<file path="config.mk">
export PLATFORM = sky130hd
export DESIGN_NAME = fcvt_int2fp_arbiter_flat
export DESIGN_NICKNAME = d
export VERILOG_FILES = /design/src/rtl/fcvt_int2fp_arbiter_if.sv /design/src/rtl/fcvt_int2fp_arbiter.sv /design/src/flat_wrapper.sv
export SDC_FILE = /design/constraint.sdc
export NUM_CORES = 1
export LEC_CHECK = 0
export BUFFER_PORTS_ARGS = -buffer_cell sky130_fd_sc_hd__buf_4
export CORE_MARGIN = 1
export CORE_UTILIZATION = 44
export CTS_CLUSTER_SIZE = 10
export DETAILED_ROUTE_END_ITERATION = 10
export PLACE_DENSITY = 0.75
export SYNTH_ARGS = -nofsm -noshare
export SYNTH_HDL_FRONTEND = slang
export SYNTH_SLANG_ARGS = --single-unit
</file>
<file path="constraint.sdc">
create_clock -name clk -period 3.3 [get_ports clk]
set_clock_uncertainty 0.2 [all_clocks]
set_input_delay 0.495 -clock clk [delete_from_list [all_inputs] [get_ports clk]]
set_output_delay 0.495 -clock clk [all_outputs]
set_load 0.02 [all_outputs]
</file>
<file path="src/rtl/fcvt_int2fp_arbiter_if.sv">
// Bundle of request, response and converter-side signals for the int-to-float arbiter.
// The arbiter is the slave; the requesters, consumer and converter form the master side.
interface fcvt_int2fp_arbiter_if #(
  parameter int TAG_W = 4
);
  logic [1:0]       req_valid;
  logic [1:0]       req_ready;
  logic [31:0]      req_a0;
  logic [31:0]      req_a1;
  logic [1:0]       req_signed;
  logic [TAG_W-1:0] req_tag0;
  logic [TAG_W-1:0] req_tag1;

  logic             resp_valid;
  logic             resp_ready;
  logic             resp_id;
  logic [TAG_W-1:0] resp_tag;
  logic [31:0]      resp_data;
  logic             resp_err;

  logic [31:0]      cvt_a;
  logic             cvt_rst;
  logic [31:0]      cvt_z;
  logic             cvt_stb;

  modport slave (
    input  req_valid, req_a0, req_a1, req_signed, req_tag0, req_tag1,
    input  resp_ready, cvt_z, cvt_stb,
    output req_ready, resp_valid, resp_id, resp_tag, resp_data, resp_err,
    output cvt_a, cvt_rst
  );

  modport master (
    output req_valid, req_a0, req_a1, req_signed, req_tag0, req_tag1,
    output resp_ready, cvt_z, cvt_stb,
    input  req_ready, resp_valid, resp_id, resp_tag, resp_data, resp_err,
    input  cvt_a, cvt_rst
  );
endinterface

</file>
<file path="src/rtl/fcvt_int2fp_arbiter.sv">
// Round-robin sequencer for the shared unsigned int-to-float converter: handles sign
// pre-negation / post-insertion, converter start/release, watchdog and tagged response.
//
//   state     | meaning
//   ----------+-----------------------------------------------------------
//   S_IDLE    | waiting for a request; req_ready one-hot to grant winner
//   S_LAUNCH  | operand presented, converter released from reset
//   S_WAIT    | waiting for cvt_stb; watchdog running
//   S_RELEASE | converter held in reset to clear its sticky strobe
//   S_RESP    | response valid until the consumer takes it
module fcvt_int2fp_arbiter #(
  parameter int TIMEOUT_CYCLES = 64,
  parameter int TAG_W          = 4
) (
  input  logic                 clk,
  input  logic                 rst,
  fcvt_int2fp_arbiter_if.slave bus
);

  localparam int WD_W = (TIMEOUT_CYCLES > 2) ? $clog2(TIMEOUT_CYCLES) : 1;
  localparam logic [WD_W-1:0] WD_LAST = WD_W'(TIMEOUT_CYCLES - 1);
  localparam logic [31:0] QNAN = 32'h7FC0_0000;

  typedef enum logic [2:0] {
    S_IDLE,
    S_LAUNCH,
    S_WAIT,
    S_RELEASE,
    S_RESP
  } state_t;

  state_t            state_q, state_d;
  logic              last_grant_q;
  logic              neg_q;
  logic [WD_W-1:0]   wd_q;
  logic [31:0]       cvt_a_q;
  logic              resp_id_q;
  logic [TAG_W-1:0]  resp_tag_q;
  logic [31:0]       resp_data_q;
  logic              resp_err_q;

  logic              grant;
  logic [1:0]        req_ready;
  logic              accept;
  logic              cvt_rst;
  logic              resp_valid;
  logic              timeout;

  logic [31:0]       sel_a;
  logic              sel_signed;
  logic [TAG_W-1:0]  sel_tag;
  logic              sel_neg;
  logic [31:0]       sel_mag;

  // Both requesting: the one that did not win last time gets the converter.
  always_comb begin
    grant = 1'b0;
    case (bus.req_valid)
      2'b01:   grant = 1'b0;
      2'b10:   grant = 1'b1;
      2'b11:   grant = ~last_grant_q;
      default: grant = 1'b0;
    endcase
  end

  always_comb begin
    sel_a      = grant ? bus.req_a1 : bus.req_a0;
    sel_tag    = grant ? bus.req_tag1 : bus.req_tag0;
    sel_signed = bus.req_signed[grant];
    sel_neg    = sel_signed & sel_a[31];
    // 0x80000000 negates to itself, which is the correct unsigned magnitude.
    sel_mag    = sel_neg ? (~sel_a + 32'd1) : sel_a;
  end

  assign timeout = (wd_q == WD_LAST);

  always_ff @(posedge clk or posedge rst) begin
    if (rst) begin
      state_q <= S_IDLE;
    end else begin
      state_q <= state_d;
    end
  end

  always_comb begin
    state_d    = state_q;
    req_ready  = 2'b00;
    accept     = 1'b0;
    cvt_rst    = 1'b1;
    resp_valid = 1'b0;
    case (state_q)
      S_IDLE: begin
        if (bus.req_valid != 2'b00) begin
          req_ready = grant ? 2'b10 : 2'b01;
          accept    = 1'b1;
          state_d   = S_LAUNCH;
        end
      end
      S_LAUNCH: begin
        cvt_rst = 1'b0;
        state_d = S_WAIT;
      end
      S_WAIT: begin
        cvt_rst = 1'b0;
        if (bus.cvt_stb || timeout) begin
          state_d = S_RELEASE;
        end
      end
      S_RELEASE: begin
        state_d = S_RESP;
      end
      S_RESP: begin
        resp_valid = 1'b1;
        if (bus.resp_ready) begin
          state_d = S_IDLE;
        end
      end
      default: begin
        state_d = S_IDLE;
      end
    endcase
  end

  always_ff @(posedge clk or posedge rst) begin
    if (rst) begin
      last_grant_q <= 1'b1;
      neg_q        <= 1'b0;
      wd_q         <= '0;
      cvt_a_q      <= 32'd0;
      resp_id_q    <= 1'b0;
      resp_tag_q   <= '0;
      resp_data_q  <= 32'd0;
      resp_err_q   <= 1'b0;
    end else begin
      case (state_q)
        S_IDLE: begin
          if (accept) begin
            last_grant_q <= grant;
            neg_q        <= sel_neg;
            cvt_a_q      <= sel_mag;
            resp_id_q    <= grant;
            resp_tag_q   <= sel_tag;
          end
        end
        S_LAUNCH: begin
          wd_q <= '0;
        end
        S_WAIT: begin
          wd_q <= wd_q + 1'b1;
          // A strobe arriving together with the timeout still counts as a result.
          if (bus.cvt_stb) begin
            resp_data_q <= {bus.cvt_z[31] | neg_q, bus.cvt_z[30:0]};
            resp_err_q  <= 1'b0;
          end else if (timeout) begin
            resp_data_q <= QNAN;
            resp_err_q  <= 1'b1;
          end
        end
        default: begin
        end
      endcase
    end
  end

  assign bus.req_ready  = req_ready;
  assign bus.resp_valid = resp_valid;
  assign bus.resp_id    = resp_id_q;
  assign bus.resp_tag   = resp_tag_q;
  assign bus.resp_data  = resp_data_q;
  assign bus.resp_err   = resp_err_q;
  assign bus.cvt_a      = cvt_a_q;
  assign bus.cvt_rst    = cvt_rst;

endmodule

</file>
<file path="src/flat_wrapper.sv">
// flat-port wrapper written by rule: the top's interface ports become plain ports
module fcvt_int2fp_arbiter_flat 
#(
  parameter int TIMEOUT_CYCLES = 64,
  parameter int TAG_W          = 4
)
  (clk, rst, bus_req_valid, bus_req_a0, bus_req_a1, bus_req_signed, bus_req_tag0, bus_req_tag1, bus_resp_ready, bus_cvt_z, bus_cvt_stb, bus_req_ready, bus_resp_valid, bus_resp_id, bus_resp_tag, bus_resp_data, bus_resp_err, bus_cvt_a, bus_cvt_rst);
  fcvt_int2fp_arbiter_if #(.TAG_W(TAG_W)) bus_i ();
  input  logic clk;
  input  logic rst;
  input wire logic [$bits(bus_i.req_valid)-1:0] bus_req_valid;
  input wire logic [$bits(bus_i.req_a0)-1:0] bus_req_a0;
  input wire logic [$bits(bus_i.req_a1)-1:0] bus_req_a1;
  input wire logic [$bits(bus_i.req_signed)-1:0] bus_req_signed;
  input wire logic [$bits(bus_i.req_tag0)-1:0] bus_req_tag0;
  input wire logic [$bits(bus_i.req_tag1)-1:0] bus_req_tag1;
  input wire logic [$bits(bus_i.resp_ready)-1:0] bus_resp_ready;
  input wire logic [$bits(bus_i.cvt_z)-1:0] bus_cvt_z;
  input wire logic [$bits(bus_i.cvt_stb)-1:0] bus_cvt_stb;
  output wire logic [$bits(bus_i.req_ready)-1:0] bus_req_ready;
  output wire logic [$bits(bus_i.resp_valid)-1:0] bus_resp_valid;
  output wire logic [$bits(bus_i.resp_id)-1:0] bus_resp_id;
  output wire logic [$bits(bus_i.resp_tag)-1:0] bus_resp_tag;
  output wire logic [$bits(bus_i.resp_data)-1:0] bus_resp_data;
  output wire logic [$bits(bus_i.resp_err)-1:0] bus_resp_err;
  output wire logic [$bits(bus_i.cvt_a)-1:0] bus_cvt_a;
  output wire logic [$bits(bus_i.cvt_rst)-1:0] bus_cvt_rst;
  assign bus_i.req_valid = bus_req_valid;
  assign bus_i.req_a0 = bus_req_a0;
  assign bus_i.req_a1 = bus_req_a1;
  assign bus_i.req_signed = bus_req_signed;
  assign bus_i.req_tag0 = bus_req_tag0;
  assign bus_i.req_tag1 = bus_req_tag1;
  assign bus_i.resp_ready = bus_resp_ready;
  assign bus_i.cvt_z = bus_cvt_z;
  assign bus_i.cvt_stb = bus_cvt_stb;
  assign bus_req_ready = bus_i.req_ready;
  assign bus_resp_valid = bus_i.resp_valid;
  assign bus_resp_id = bus_i.resp_id;
  assign bus_resp_tag = bus_i.resp_tag;
  assign bus_resp_data = bus_i.resp_data;
  assign bus_resp_err = bus_i.resp_err;
  assign bus_cvt_a = bus_i.cvt_a;
  assign bus_cvt_rst = bus_i.cvt_rst;
  fcvt_int2fp_arbiter #(.TIMEOUT_CYCLES(TIMEOUT_CYCLES), .TAG_W(TAG_W)) u_core (.clk(clk), .rst(rst), .bus(bus_i));
endmodule
</file>
### Yosys cells after proc, flatten, opt, wreduce, memory -nomap -nowiden

Index checks and enable logic that the tools add are counted.

| storage, ports and cells | value |
|---|---|
| bits of input ports | 112 |
| logic and storage cells | 57 |
| output and inout bits | 74 |
| flip-flop bits (word level) | 81 |

| operators by class | value |
|---|---|
| bitwise operators | 4 |
| multiplexer cells | 22 |
| equality and inequality tests | 10 |
| $lt $le $gt $ge | 1 |
| reduce and logical (&&, ||, !) cells | 9 |
| add/sub/neg operators | 2 |

Operator list:

| kind | number |
|---|---|
| $mux W32 | 4 |
| $add A32 B1 Y32 const B | 1 |
| $not A32 Y32 | 1 |
| $pmux W3 S5 | 1 |
| $pmux W6 S2 | 1 |
| $mux W3 | 3 |
| $mux W1 | 8 |
| $add A6 B1 Y6 const B | 1 |
| $eq A3 B2 Y1 const B | 2 |
| $eq A6 B6 Y1 const B | 1 |
| $mux W2 | 3 |
| $reduce_bool A2 Y1 | 3 |
| $eq A2 B2 Y1 const B | 2 |
| $mux W4 | 1 |
| $ne A2 B1 Y1 const B | 2 |
| $reduce_and A2 Y1 | 2 |
| $eq A3 B1 Y1 const B | 1 |
| $eq A3 B3 Y1 const B | 1 |
| $logic_not A3 Y1 | 1 |
| $reduce_and A3 Y1 | 1 |
| $lt A1 B2 Y1 const B | 1 |
| $ne A2 B2 Y1 const B | 1 |
| $pmux W1 S2 | 1 |
| $reduce_or A2 Y1 | 1 |
| 4 further kinds | 4 |

### Depth between registers and ports, before layout

Gate-level depths: netlist of the first run.

| logic depth | value |
|---|---|
| depth in word-level cells | 6 |
| mapped depth | 13 |
| mapped depth without buffers | 9 |

### Worst setup path after synthesis of the first run

Ideal clock, no wire load.

| timing | value |
|---|---|
| path kind | in2reg |
| start point | in bus_req_valid[1] |
| end point | reg u_core.cvt_a_q[6] (netlist: u_core.bus.cvt_a[6]) |
| library setup time | 83 ps |
| arrival time | 2888 ps |
| path buffers | 4 |
| stages on the path | 13 |
| data required time | 3017 ps |
| path slack | 129 ps |
| cells stage by stage | a21bo_1 > buf_6 > buf_6 > buf_6 > buf_4 > mux2i_1 > ha_1 > or2b_2 > mux2i_1 > o21a_1 > nor2_1 > xor2_1 > o21ai_0 |

| between the ends | value |
|---|---|
| word-level cells in the longest chain between the ends | 6 |
| elaborated cells between the ends (all ways) | 14 |
| those cells by class | add/sub (1); eq/ne (2); mux (7); bitwise (2); reduce/logical (2) |

Ends and longest elaborated chain:

| item | line | text |
|---|---|---|
| start, declared | flat_wrapper.sv:11 | `input wire logic [$bits(bus_i.req_valid)-1:0] bus_req_valid;` |
| $eq A2 B2 Y1 | fcvt_int2fp_arbiter.sv:58 | `case (bus.req_valid)` |
| $pmux W1 S2 | fcvt_int2fp_arbiter.sv:58 |  |
| $mux W32 / $mux W1 (equally long branches) | fcvt_int2fp_arbiter.sv:67, fcvt_int2fp_arbiter.sv:69 |  |
| $not A32 Y32 / $mux W1 (equally long branches) | fcvt_int2fp_arbiter.sv:72, fcvt_int2fp_arbiter.sv:69 |  |
| $add A32 B1 Y32 / $and A1 B1 Y1 (equally long branches) | fcvt_int2fp_arbiter.sv:72, fcvt_int2fp_arbiter.sv:70 |  |
| $mux W32 | fcvt_int2fp_arbiter.sv:72 | `sel_mag = sel_neg ? (~sel_a + 32'd1) : sel_a;` |
| end signal, assigned | fcvt_int2fp_arbiter.sv:140 | `cvt_a_q <= sel_mag;` |
| end, declared | fcvt_int2fp_arbiter.sv:36 | `logic [31:0] cvt_a_q;` |

Parallel ways exist; a longest one is shown, timed or not. The select of a mux whose other input is x is not followed.
A chain may end at the register's enable or synchronous reset.

### Worst setup path after layout of the first run

| timing | value |
|---|---|
| start point | reg u_core.last_grant_q |
| end point | reg u_core.cvt_a_q[30] (netlist: u_core.bus.cvt_a[30]) |

| between the ends | value |
|---|---|
| word-level cells in the longest chain between the ends | 6 |
| elaborated cells between the ends (all ways) | 9 |
| those cells by class | add/sub (1); mux (5); bitwise (3) |

Ends and longest elaborated chain:

| item | line | text |
|---|---|---|
| start, declared | fcvt_int2fp_arbiter.sv:33 | `logic last_grant_q;` |
| start signal, assigned | fcvt_int2fp_arbiter.sv:138 | `last_grant_q <= grant;` |
| $not A1 Y1 (*) | fcvt_int2fp_arbiter.sv:61 | `2'b11: grant = ~last_grant_q;` |
| $pmux W1 S2 (*) | fcvt_int2fp_arbiter.sv:58 |  |
| $mux W32 / $mux W1 (equally long branches) | fcvt_int2fp_arbiter.sv:67, fcvt_int2fp_arbiter.sv:69 |  |
| $not A32 Y32 / $mux W1 (equally long branches) | fcvt_int2fp_arbiter.sv:72, fcvt_int2fp_arbiter.sv:69 |  |
| $add A32 B1 Y32 / $and A1 B1 Y1 (equally long branches) | fcvt_int2fp_arbiter.sv:72, fcvt_int2fp_arbiter.sv:70 |  |
| $mux W32 (*) | fcvt_int2fp_arbiter.sv:72 |  |

Every way passes the cells marked *; elsewhere a longest branch is shown, timed or not. The select of a mux whose other input is x is not followed.

==> results of run 1 <==
==> synthesized netlist by cell type (6+ instances only) <==
cell type  instances
a21oi_1           15
a22o_1            23
a31oi_1           13
clkbuf_1          15
dfrtp_1           80
mux2i_1           37
nand2_1           63
nand3_1           12
nor2_1            25
nor3_1            16
o21ai_0           29
o21ai_1           17
o22a_1             9
o31ai_1            6
xor2_1            27
==> per-stage QoR <==
| step | cells | setup WS, ns | total power, mW | instance area [µm²] |
|---|---|---|---|---|
| 2_1_floorplan | 473 | 0.129 | 3.31 | 4610 |
| 3_5_place_dp | 771 | 0.172 | 4.43 | 6100 |
| 5_1_grt | 788 | 0.0608 | 5.55 | 6330 |
| 4_1_cts | 788 | 0.228 | 5.24 | 6330 |
| 3_3_place_gp | 771 | 0.253 | 4.37 | 6100 |
| 6_report | 788 | 0.245 | 5.19 | 6330 |
==> flip-flops by register name, indices dropped and copies added (netlist names) <==
signal / count
u_core.bus.cvt_a: 32
u_core.wd_q: 6
u_core.bus.resp_id: 1
u_core.bus.resp_tag: 4
u_core.state_q: 3
u_core.neg_q: 1
u_core.bus.resp_err: 1
u_core.bus.resp_data: 32
u_core.last_grant_q: 1
==> final timing paths <==
check	start	end	slack (ns)	depth (start not counted)
worst min-delay path	bus_cvt_z[22]	u_core.bus.resp_data[22]	0.15	2
worst max register to register	u_core.last_grant_q	u_core.bus.cvt_a[30]	0.25	8
worst min register to register	u_core.bus.resp_data[31]	u_core.bus.resp_data[31]	0.28	2
max in group asynchronous	rst	u_core.bus.resp_data[19]	1.51	4
min in group asynchronous	rst	u_core.bus.cvt_a[6]	0.54	3
worst max-delay path	u_core.last_grant_q	u_core.bus.cvt_a[30]	0.25	8
==> metal layers <==
metal | wire length (µm) | global-route usage [%] | up-vias
li1 | - | - | 2088
met1 | 5850 | 31.9 | 2069
met2 | 6460 | 43.0 | 194
met3 | 1030 | 6.02 | 7
met4 | 99 | 7.14 | 0
met5 | 0 | 0 | -
==> cell type report <==
cell class              instances  share of cell area, %
inverters                       4                  0.257
well taps                     133                   2.63
multi-input cells             359                   38.2
clock buffers                  10                   2.02
flip-flops and latches         81                   32.1
clock inverters                 6                   1.42
repair buffers                195                   23.4
==> repair_timing <==
| action | CTS | global route |
|---|---|---|
| endpoints found under the hold margin | 14 | 0 |
| setup endpoints to repair | 0 | 0 |
| hold buffers | 1 | 0 |
==> power by group through the flow <==
stage | clock network [mW] | registers, mW | logic, mW
after floorplan | 0 | 2.20 | 1.11
after CTS | 0.821 | 1.76 | 2.66
final | 0.804 | 1.76 | 2.63
after global placement | 0 | 1.76 | 2.61
after detailed placement | 0 | 1.77 | 2.66
after global routing | 0.859 | 1.82 | 2.87
==> kinds of logic (layout without fill, tap and decap cells) <==
family | after synthesis | count (layout) | synth area share (%)
buf+inv | 33 | 215 | 3.80
simple gates | 147 | 147 | 15.4
mux | 41 | 41 | 9.09
flops | 81 | 81 | 44.0
compound gates | 137 | 137 | 21.1
xor+xnor | 32 | 32 | 6.08
fa+ha+maj | 2 | 2 | 0.543
==> worst max-delay path, stage by stage, from the launching register on <==
cell,delay (ns)
dfstp_2,0.58
a21bo_4,0.28
mux2i_1,0.29
ha_1,0.22
or2b_2,0.33
o41ai_2,0.56
a41oi_2,0.20
xor2_1,0.18
o21ai_1,0.08
==> summary.md, run 1 <==
| Metric | Value |
|---|---|
| # DRC | `0` |
| Vias in the first global route | `4413` |
| NetSw | `about 2.2 mW` |
| Pin count of the biggest net entering global routing | `77` |
| Maxcap violations | `0` |
| Comb pwr share | `50.6%` |
| Max Freq | `327 MHz` |
| Normalized max-slew margin | `41.0%` |
| Drt total wl | `13.4 mm` |
| Post-synth ARST share | `100%` |
| Syn Area/Cell | `9.75 µm²` |
| Number of DRC markers in iteration 0 | `346` |
| Port-buffer cells | `185` |
| Post-CTS Resized | `0` |
| Post-layout util | `63.5%` |
| Initial core utilization | `46.3%` |
| HPWL after DPL | `10.2 mm` |
| CTS Sinks | `81` |
| Most frequent cells in the layout | `buf_4 (193), dfrtp_1 (80), nand2_1 (63)` |
| Synthesized cell area | `around 4600 µm²` |
| Tmin final | `just over 3 ns` |
| Die H | `104 µm` |
| Fillers | `868` |
| Number of I/O pins | `186` |
| Cell taking the most area after synthesis | `dfrtp_1` |
| Total grt overflow | `0` |
| Crit path kind | `reg -> reg` |
| Synth top area share | `a little over two fifths` |
| EDFF count, synth | `0` |
| Register area | `2030 µm²` |
| Final Wtd Congestion | `slightly below 0.9` |
| Sequential area share after synthesis | `between 40% and 50%` |
| Deepest clock path buffer count | `2` |
| CTS Buf Count | `9` |
| CTS root buffer | `clkbuf_8` |
| Clk network pwr share | `between 10% and 20%` |
| Footprint of the multi-input gates | `2420 µm²` |
| CTS tree | `done` |
| Worst min path class | `in -> reg` |
| Final hold viol count | `0` |
| Seq cells post-synth | `between 80 and 90` |
| H-tree levels | `3` |
| RSZ-0062 raised after global routing | `false` |
| Row Count | `36` |
| Sw frac | `a little over two fifths` |
| Critical Path Sink Type | `flop` |
| Worst EP required | `3.31 ns` |
| Synthesized instance count | `473` |
| Top cells by area, synth | `dfrtp_1 (43%), mux2i_1 (8.0%), nand2_1 (5.1%), xor2_1 (5.1%), a22o_1 (4.4%)` |
| Post-CTS Setup Inserts | `0` |
| Number of nets in the layout | `764` |
| Main flop type after synthesis | `dfrtp_1` |
| Final Max Tran Viols | `0` |
| GRT Total Usage | `25.3%` |
| N_diodes | `0` |
| Power density over the cells | `821 nW/µm²` |
| Syn. warnings | `0` |
| Int Pwr | `3.02 mW` |
| First-pass GRT wire length | `roughly 22 mm` |
| Peak supply drop | `0.373 mV` |
| Syn_nets | `587` |
| Share of cells above drive strength 1 | `35.0%` |
| Clk_lat worst skew | `0.35 ns` |
| DR WL/cell | `17.1 µm` |
| Core ar. | `9950 µm²` |
| CP Max Fanout | `13` |
| Final setup fails | `0` |
| DRT Pass-1 Iters | `4` |
| Most common cell after layout, fill and taps aside | `buf_4` |
| Hold WS | `0.152 ns` |
| Synth cell types | `56` |
| Seq pwr share | `33.9%` |
| Worst setup SP type | `flop` |
| Outcome | `finished clean` |
| Die width | `104 µm` |
| Initial antenna violation count | `0` |
| Die ar. | `10900 µm²` |
| Worst Path Arrival | `3.06 ns` |
| Measured slew at the worst slew-check pin | `0.885 ns` |
| Layout area overhead | `37.2%` |
| LEAKAGE | `3.10 nW` |
| Final setup TNS | `0 ns` |
| Routed vias | `between 4000 and 5000` |
| Vias per inst | `5.53` |
| Clock Pin Slew Worst Setup and Hold Paths | `0.09 ns` |
| Routed Antenna Nets | `0` |
| Period utilisation layout | `92.6%` |
Note: power is estimated with default switching activity, not from simulation.
==> inputs of run 2 (changes only) <==
ABC_CLOCK_PERIOD_IN_PS = 3300   (was not set)
BUFFER_PORTS_ARGS = -buffer_cell sky130_fd_sc_hd__buf_2   (was -buffer_cell sky130_fd_sc_hd__buf_4)
==> summary.md, run 2 (synthesis gave the netlist of run 1 again) <==
| Metric | Value |
|---|---|
| Final setup TNS | `0 ns (unchanged)` |
| Vias in the first global route | `4135 (-6.3%)` |
| Row Count | `36 (unchanged)` |
| Period utilisation layout | `90.8% (-1.8 points)` |
| CTS tree | `done` |
| CP Max Fanout | `14 (+1)` |
| First-pass GRT wire length | `20.6 mm (-6.3%)` |
| HPWL after DPL | `9.63 mm (-5.3%)` |
| Post-CTS Resized | `0 (unchanged)` |
| Core ar. | `9950 µm² (unchanged)` |
| Die width | `104 µm (unchanged)` |
| Outcome | `finished clean` |
| Drt total wl | `12.8 mm (-4.6%)` |
| Number of nets in the layout | `765 (+0.13%)` |
| # DRC | `0 (unchanged)` |
| DRT Pass-1 Iters | `5 (+1)` |
| Worst Path Arrival | `3.01 ns (-0.05 ns)` |
| R2r setup slk | `0.30 ns (+0.06 ns)` |
| CTS Hold Bufs | `0 (-1)` |
| N_diodes | `0 (unchanged)` |
| Final setup fails | `0 (unchanged)` |
| Most frequent cells in the layout | `buf_2 (185), dfrtp_1 (80), nand2_1 (63)` |
| Max Freq | `334 MHz (+2.0%)` |
| Most common cell after layout, fill and taps aside | `buf_2` |
| Clk_lat worst skew | `0.34 ns (about the same)` |
| Clock Pin Slew Worst Setup and Hold Paths | `0.09 ns (about the same)` |
| LEAKAGE | `2.97 nW (-4.1%)` |
| Die H | `104 µm (unchanged)` |
| Worst min path class | `in -> async` |
| Measured slew at the worst slew-check pin | `0.892 ns (+0.00691 ns)` |
| Vias per inst | `5.55 (+0.33%)` |
| CTS Sinks | `81 (unchanged)` |
| Maxcap violations | `0 (unchanged)` |
| RSZ-0062 raised after global routing | `false` |
| Routed Antenna Nets | `0 (unchanged)` |
| Total grt overflow | `0 (unchanged)` |
| Pin count of the biggest net entering global routing | `54 (-30%)` |
| Initial core utilization | `46.3% (unchanged)` |
| GRT Total Usage | `23.8% (-1.5 points)` |
| H-tree levels | `3 (unchanged)` |
| Tmin final | `3.00 ns (-0.0589 ns)` |
| Share of cells above drive strength 1 | `35.2% (+0.25 points)` |
| DR WL/cell | `16.3 µm (-4.7%)` |
| Layout area overhead | `27.9%` |
| Number of DRC markers in iteration 0 | `335 (-3.2%)` |
| Power density over the cells | `843 nW/µm² (+2.6%)` |
| Normalized max-slew margin | `40.5% (-0.46 points)` |
| Fillers | `912 (+5.1%)` |
| CTS root buffer | `clkbuf_8` |
| Placed Instances | `773 (+0.26%)` |
| Worst EP required | `3.31 ns (about the same)` |
| Post-CTS Setup Inserts | `0 (unchanged)` |
| Critical Path Sink Type | `flop` |
| Peak supply drop | `0.322 mV (-14%)` |
| Number of I/O pins | `186 (unchanged)` |
| Worst setup SP type | `flop` |
| Final Wtd Congestion | `0.917 (+3.2%)` |
| Crit path kind | `reg -> reg` |
| Routed vias | `4378 (+0.46%)` |
| Initial antenna violation count | `0 (unchanged)` |
| Port-buffer cells | `185 (unchanged)` |
| Final Max Tran Viols | `0 (unchanged)` |
| Deepest clock path buffer count | `2 (unchanged)` |
| CTS Buf Count | `9 (unchanged)` |
| Die ar. | `10900 µm² (unchanged)` |
| Final hold viol count | `0 (unchanged)` |
| Post-Layout Cell Count | `789 (+0.13%)` |
==> run 2: changes by cell type in the layout (fill, tap and decap cells not counted) <==
| cell | delta |
|---|---|
| inv_6 | -1 |
| buf_2 | +185 |
| buf_4 | -183 |
| bufinv_16 | +1 |
| clkinv_2 | -1 |
| dlygate4sd3_1 | -1 |
| clkinv_4 | +1 |
==> run 2: where the power goes <==
group          total (mW)  internal [mW]  leakage [nW]  switching, mW
registers            1.73           1.46          1.00          0.273
logic                2.36          0.867          1.85           1.49
clock network       0.880          0.507         0.117          0.372
==> run 2: through the flow <==
step	worst slack [ns]	hold slack [ns]	total power, mW	area (µm²)	util, %
after floorplan	0.129	0.245	3.31	4610	-
after global placement	0.274	0.243	4.06	5650	56.8
after detailed placement	0.203	0.251	4.12	5650	56.8
after CTS	0.302	0.0277	5.01	5890	59.2
after global routing	0.0316	0.0582	5.32	5890	59.2
final	0.304	0.0192	4.97	5890	59.2
==> run 2: final cells by class <==
cell class | count | area (µm²) | share of cell area (%)
repair buffers | 196 | 1020 | 17.3
inverters | 4 | 16.3 | 0.276
clock inverters | 6 | 115 | 1.95
clock buffers | 10 | 128 | 2.17
flip-flops and latches | 81 | 2030 | 34.4
multi-input cells | 359 | 2420 | 41.0
well taps | 133 | 166 | 2.82
==> run 2: worst paths after layout <==
check | depth (start not counted) | end | start
worst max-delay path | 8 | u_core.bus.cvt_a[10] | u_core.last_grant_q
worst min-delay path | 2 | u_core.bus.cvt_a[4] | rst
worst max register to register | 8 | u_core.bus.cvt_a[10] | u_core.last_grant_q
worst min register to register | 2 | u_core.bus.resp_data[31] | u_core.bus.resp_data[31]
max in group asynchronous | 3 | u_core.last_grant_q | rst
min in group clk | 2 | u_core.bus.resp_data[24] | bus_cvt_z[24]
==> run 2: routing by layer <==
metal	vias up	share of wire (%)	global-route usage, %
met5	-	0	0
met4	0	2.3	7.86
met3	22	8.0	6.14
met2	208	46	39.2
met1	2056	44	30.2
li1	2092	-	-
==> run 2: worst max-delay path: stages (launching register included) <==
cell,delay [ns]
dfstp_2,0.58
a21bo_4,0.27
mux2i_1,0.27
ha_1,0.22
or2b_2,0.32
o41ai_2,0.53
a31oi_1,0.20
xor2_1,0.19
o21ai_1,0.07
==> inputs of run 3 (changes only) <==
ABC_CLOCK_PERIOD_IN_PS = 3820   (was 3300)
CORE_ASPECT_RATIO = 1.1   (was not set)
CORE_UTILIZATION = 49   (was 44)
PLACE_DENSITY = 0.79   (was 0.75)
RECOVER_POWER = 25   (was not set)
clock period = 3.82 ns   (was 3.3 ns; I/O delays follow)
==> summary.md, run 3 (synthesis gave the netlist of run 1 again) <==
| Metric | Value |
|---|---|
| Power density over the cells | `721 nW/µm² (-14%)` |
| First-pass GRT wire length | `20.7 mm (+0.57%)` |
| Initial antenna violation count | `0 (unchanged)` |
| Worst setup SP type | `flop` |
| Deepest clock path buffer count | `2 (unchanged)` |
| Number of nets in the layout | `762 (-0.39%)` |
| Row Count | `36 (unchanged)` |
| Final hold viol count | `0 (unchanged)` |
| Post-layout util | `64.3% (+5.1 points)` |
| Final setup TNS | `0 ns (unchanged)` |
| Number of DRC markers in iteration 0 | `178 (-47%)` |
| H-tree levels | `3 (unchanged)` |
| Worst Path Arrival | `3.18 ns (+0.17 ns)` |
| LEAKAGE | `2.93 nW (-1.4%)` |
| Core ar. | `9010 µm² (-9.5%)` |
| Failing checks | `capacitance limit, slew limit` |
| Worst setup margin | `0.654 ns (+0.350 ns)` |
| Number of I/O pins | `186 (unchanged)` |
| Measured slew at the worst slew-check pin | `2.18 ns (+1.28 ns)` |
| R2R depth | `8 (unchanged)` |
| Post-CTS Resized | `0 (unchanged)` |
| Vias per inst | `5.70 (+2.7%)` |
| CTS Hold Bufs | `0 (unchanged)` |
| Total grt overflow | `0 (unchanged)` |
| Cell chain of the critical path | `a21bo_4 -> mux2i_1 -> ha_1 -> or2b_2 -> o41ai_2 -> a41oi_2 -> xor2_1 -> o21ai_1` |
| Maxcap violations | `1 (+1)` |
| Die width | `94.5 µm (-9.5%)` |
| Drt total wl | `12.8 mm (-0.34%)` |
| Post-CTS Setup Inserts | `0 (unchanged)` |
| Routed vias | `4372 (-0.14%)` |
| Overall power | `4.17 mW (-16%)` |
| RSZ-0062 raised after global routing | `false` |
| GRT Total Usage | `26.9% (+3.2 points)` |
| CTS root buffer | `clkbuf_8` |
| Port-buffer cells | `185 (unchanged)` |
| Worst min path class | `in -> reg` |
| Most common cell after layout, fill and taps aside | `buf_2` |
| Die ar. | `9800 µm² (-10%)` |
| Top delay family on crit path | `compound AO/OA/AOI/OAI gates` |
| Fillers | `790 (-13%)` |
| Pin count of the biggest net entering global routing | `77 (+43%)` |
| Initial core utilization | `51.2% (+4.9 points)` |
| Period utilisation layout | `82.9% (-7.9 points)` |
| Crit path kind | `reg -> reg` |
| CTS Buf Count | `9 (unchanged)` |
| Worst EP required | `3.84 ns (+0.53 ns)` |
| Register area | `2030 µm² (unchanged)` |
| Vias in the first global route | `4285 (+3.6%)` |
| Max Freq | `316 MHz (-5.4%)` |
| HPWL after DPL | `9.45 mm (-1.9%)` |
| CTS Sinks | `81 (unchanged)` |
| Critical Path Sink Type | `flop` |
| Outcome | `finished with violations` |
| Final Wtd Congestion | `0.911 (-0.65%)` |
| Footprint of the multi-input gates | `2420 µm² (unchanged)` |
| # DRC | `0 (unchanged)` |
| Routed Antenna Nets | `0 (unchanged)` |
| Share of cells above drive strength 1 | `34.9% (-0.30 points)` |
| N_diodes | `0 (unchanged)` |
| Layout area overhead | `25.6%` |
| Crit path buffers/inverters | `0 (unchanged)` |
| Final Max Tran Viols | `50 (+50)` |
| Pre-CTS WS | `0.524 ns (+0.321 ns)` |
| Peak supply drop | `0.361 mV (+12%)` |
| DR WL/cell | `16.7 µm (+2.5%)` |
| Most frequent cells in the layout | `buf_2 (185), dfrtp_1 (80), nand2_1 (63)` |
| Hold path cells | `2` |
| Tmin final | `3.17 ns (+0.170 ns)` |
| Normalized max-slew margin | `-45.9% (-86 points)` |
| Die H | `104 µm (-0.60%)` |
| WP depth | `8 (unchanged)` |
| Crit-path max cell delay | `0.61 ns (+0.03 ns)` |
| CP Max Fanout | `16 (+2)` |
| Clk_lat worst skew | `0.36 ns (+0.02 ns)` |
| Final setup fails | `0 (unchanged)` |
| DRT Pass-1 Iters | `5 (unchanged)` |
| CP max stage cell | `o41ai_2` |
| Clock Pin Slew Worst Setup and Hold Paths | `0.09 ns (about the same)` |
| CTS tree | `done` |
==> run 3: cell types whose count changed in the layout (fill, tap and decap cells not counted), sizes merged <==
cell      delta
inv          +1
clkinvlp     +1
buf          -4
clkbuf       +1
bufinv       -2
==> run 3: where the power goes <==
group | internal, mW | switching [mW] | leakage (nW) | total, mW
Clock | 0.323 | 0.336 | 0.103 | 0.658
Sequential | 1.26 | 0.226 | 1.00 | 1.48
Combinational | 0.735 | 1.29 | 1.83 | 2.03
==> run 3: layout make-up <==
class                           instances  area share (%)
Clock buffer                           10            2.38
Inverter                                4           0.281
Clock inverter                          6            1.12
Timing Repair Buffer                  193            17.0
Sequential cell                        81            35.0
Multi-Input combinational cell        359            41.8
Tap cell                              114            2.46
==> run 3: worst reg2reg max path, cell delays in order (launching register included) <==
cell	delay (ns)
dfstp_2	0.58
a21bo_4	0.31
mux2i_1	0.30
ha_1	0.23
or2b_2	0.33
o41ai_2	0.61
a41oi_2	0.21
xor2_1	0.18
o21ai_1	0.07
==> run 3: final timing paths <==
check                               startpoint                        to  slack [ns]
setup reg to reg           u_core.last_grant_q      u_core.bus.cvt_a[30]        0.65
max in group asynchronous                  rst      u_core.bus.cvt_a[16]        1.31
min in group asynchronous                  rst   u_core.bus.resp_data[9]        0.58
setup / recovery           u_core.last_grant_q      u_core.bus.cvt_a[30]        0.65
hold reg to reg            u_core.bus.cvt_a[2]       u_core.bus.cvt_a[2]        0.28
hold / removal                   bus_cvt_z[30]  u_core.bus.resp_data[30]        0.24
==> run 3: metal layers <==
metal  global-route usage [%]  vias to the layer above  share of wire [%]
met5                        0                        -                  0
met1                     32.7                     2014                 41
li1                         -                     2086                  -
met2                     46.1                      239                 48
met4                     11.5                        0                2.7
met3                     4.92                       33                8.2
==> run 3: stage by stage <==
stage	cell area, µm²	std cells	hold slack (ns)
5_1_grt	5790	767	0.219
2_1_floorplan	4610	473	0.245
3_3_place_gp	5590	751	0.251
4_1_cts	5790	767	0.178
6_report	5790	767	0.235
3_5_place_dp	5590	751	0.265
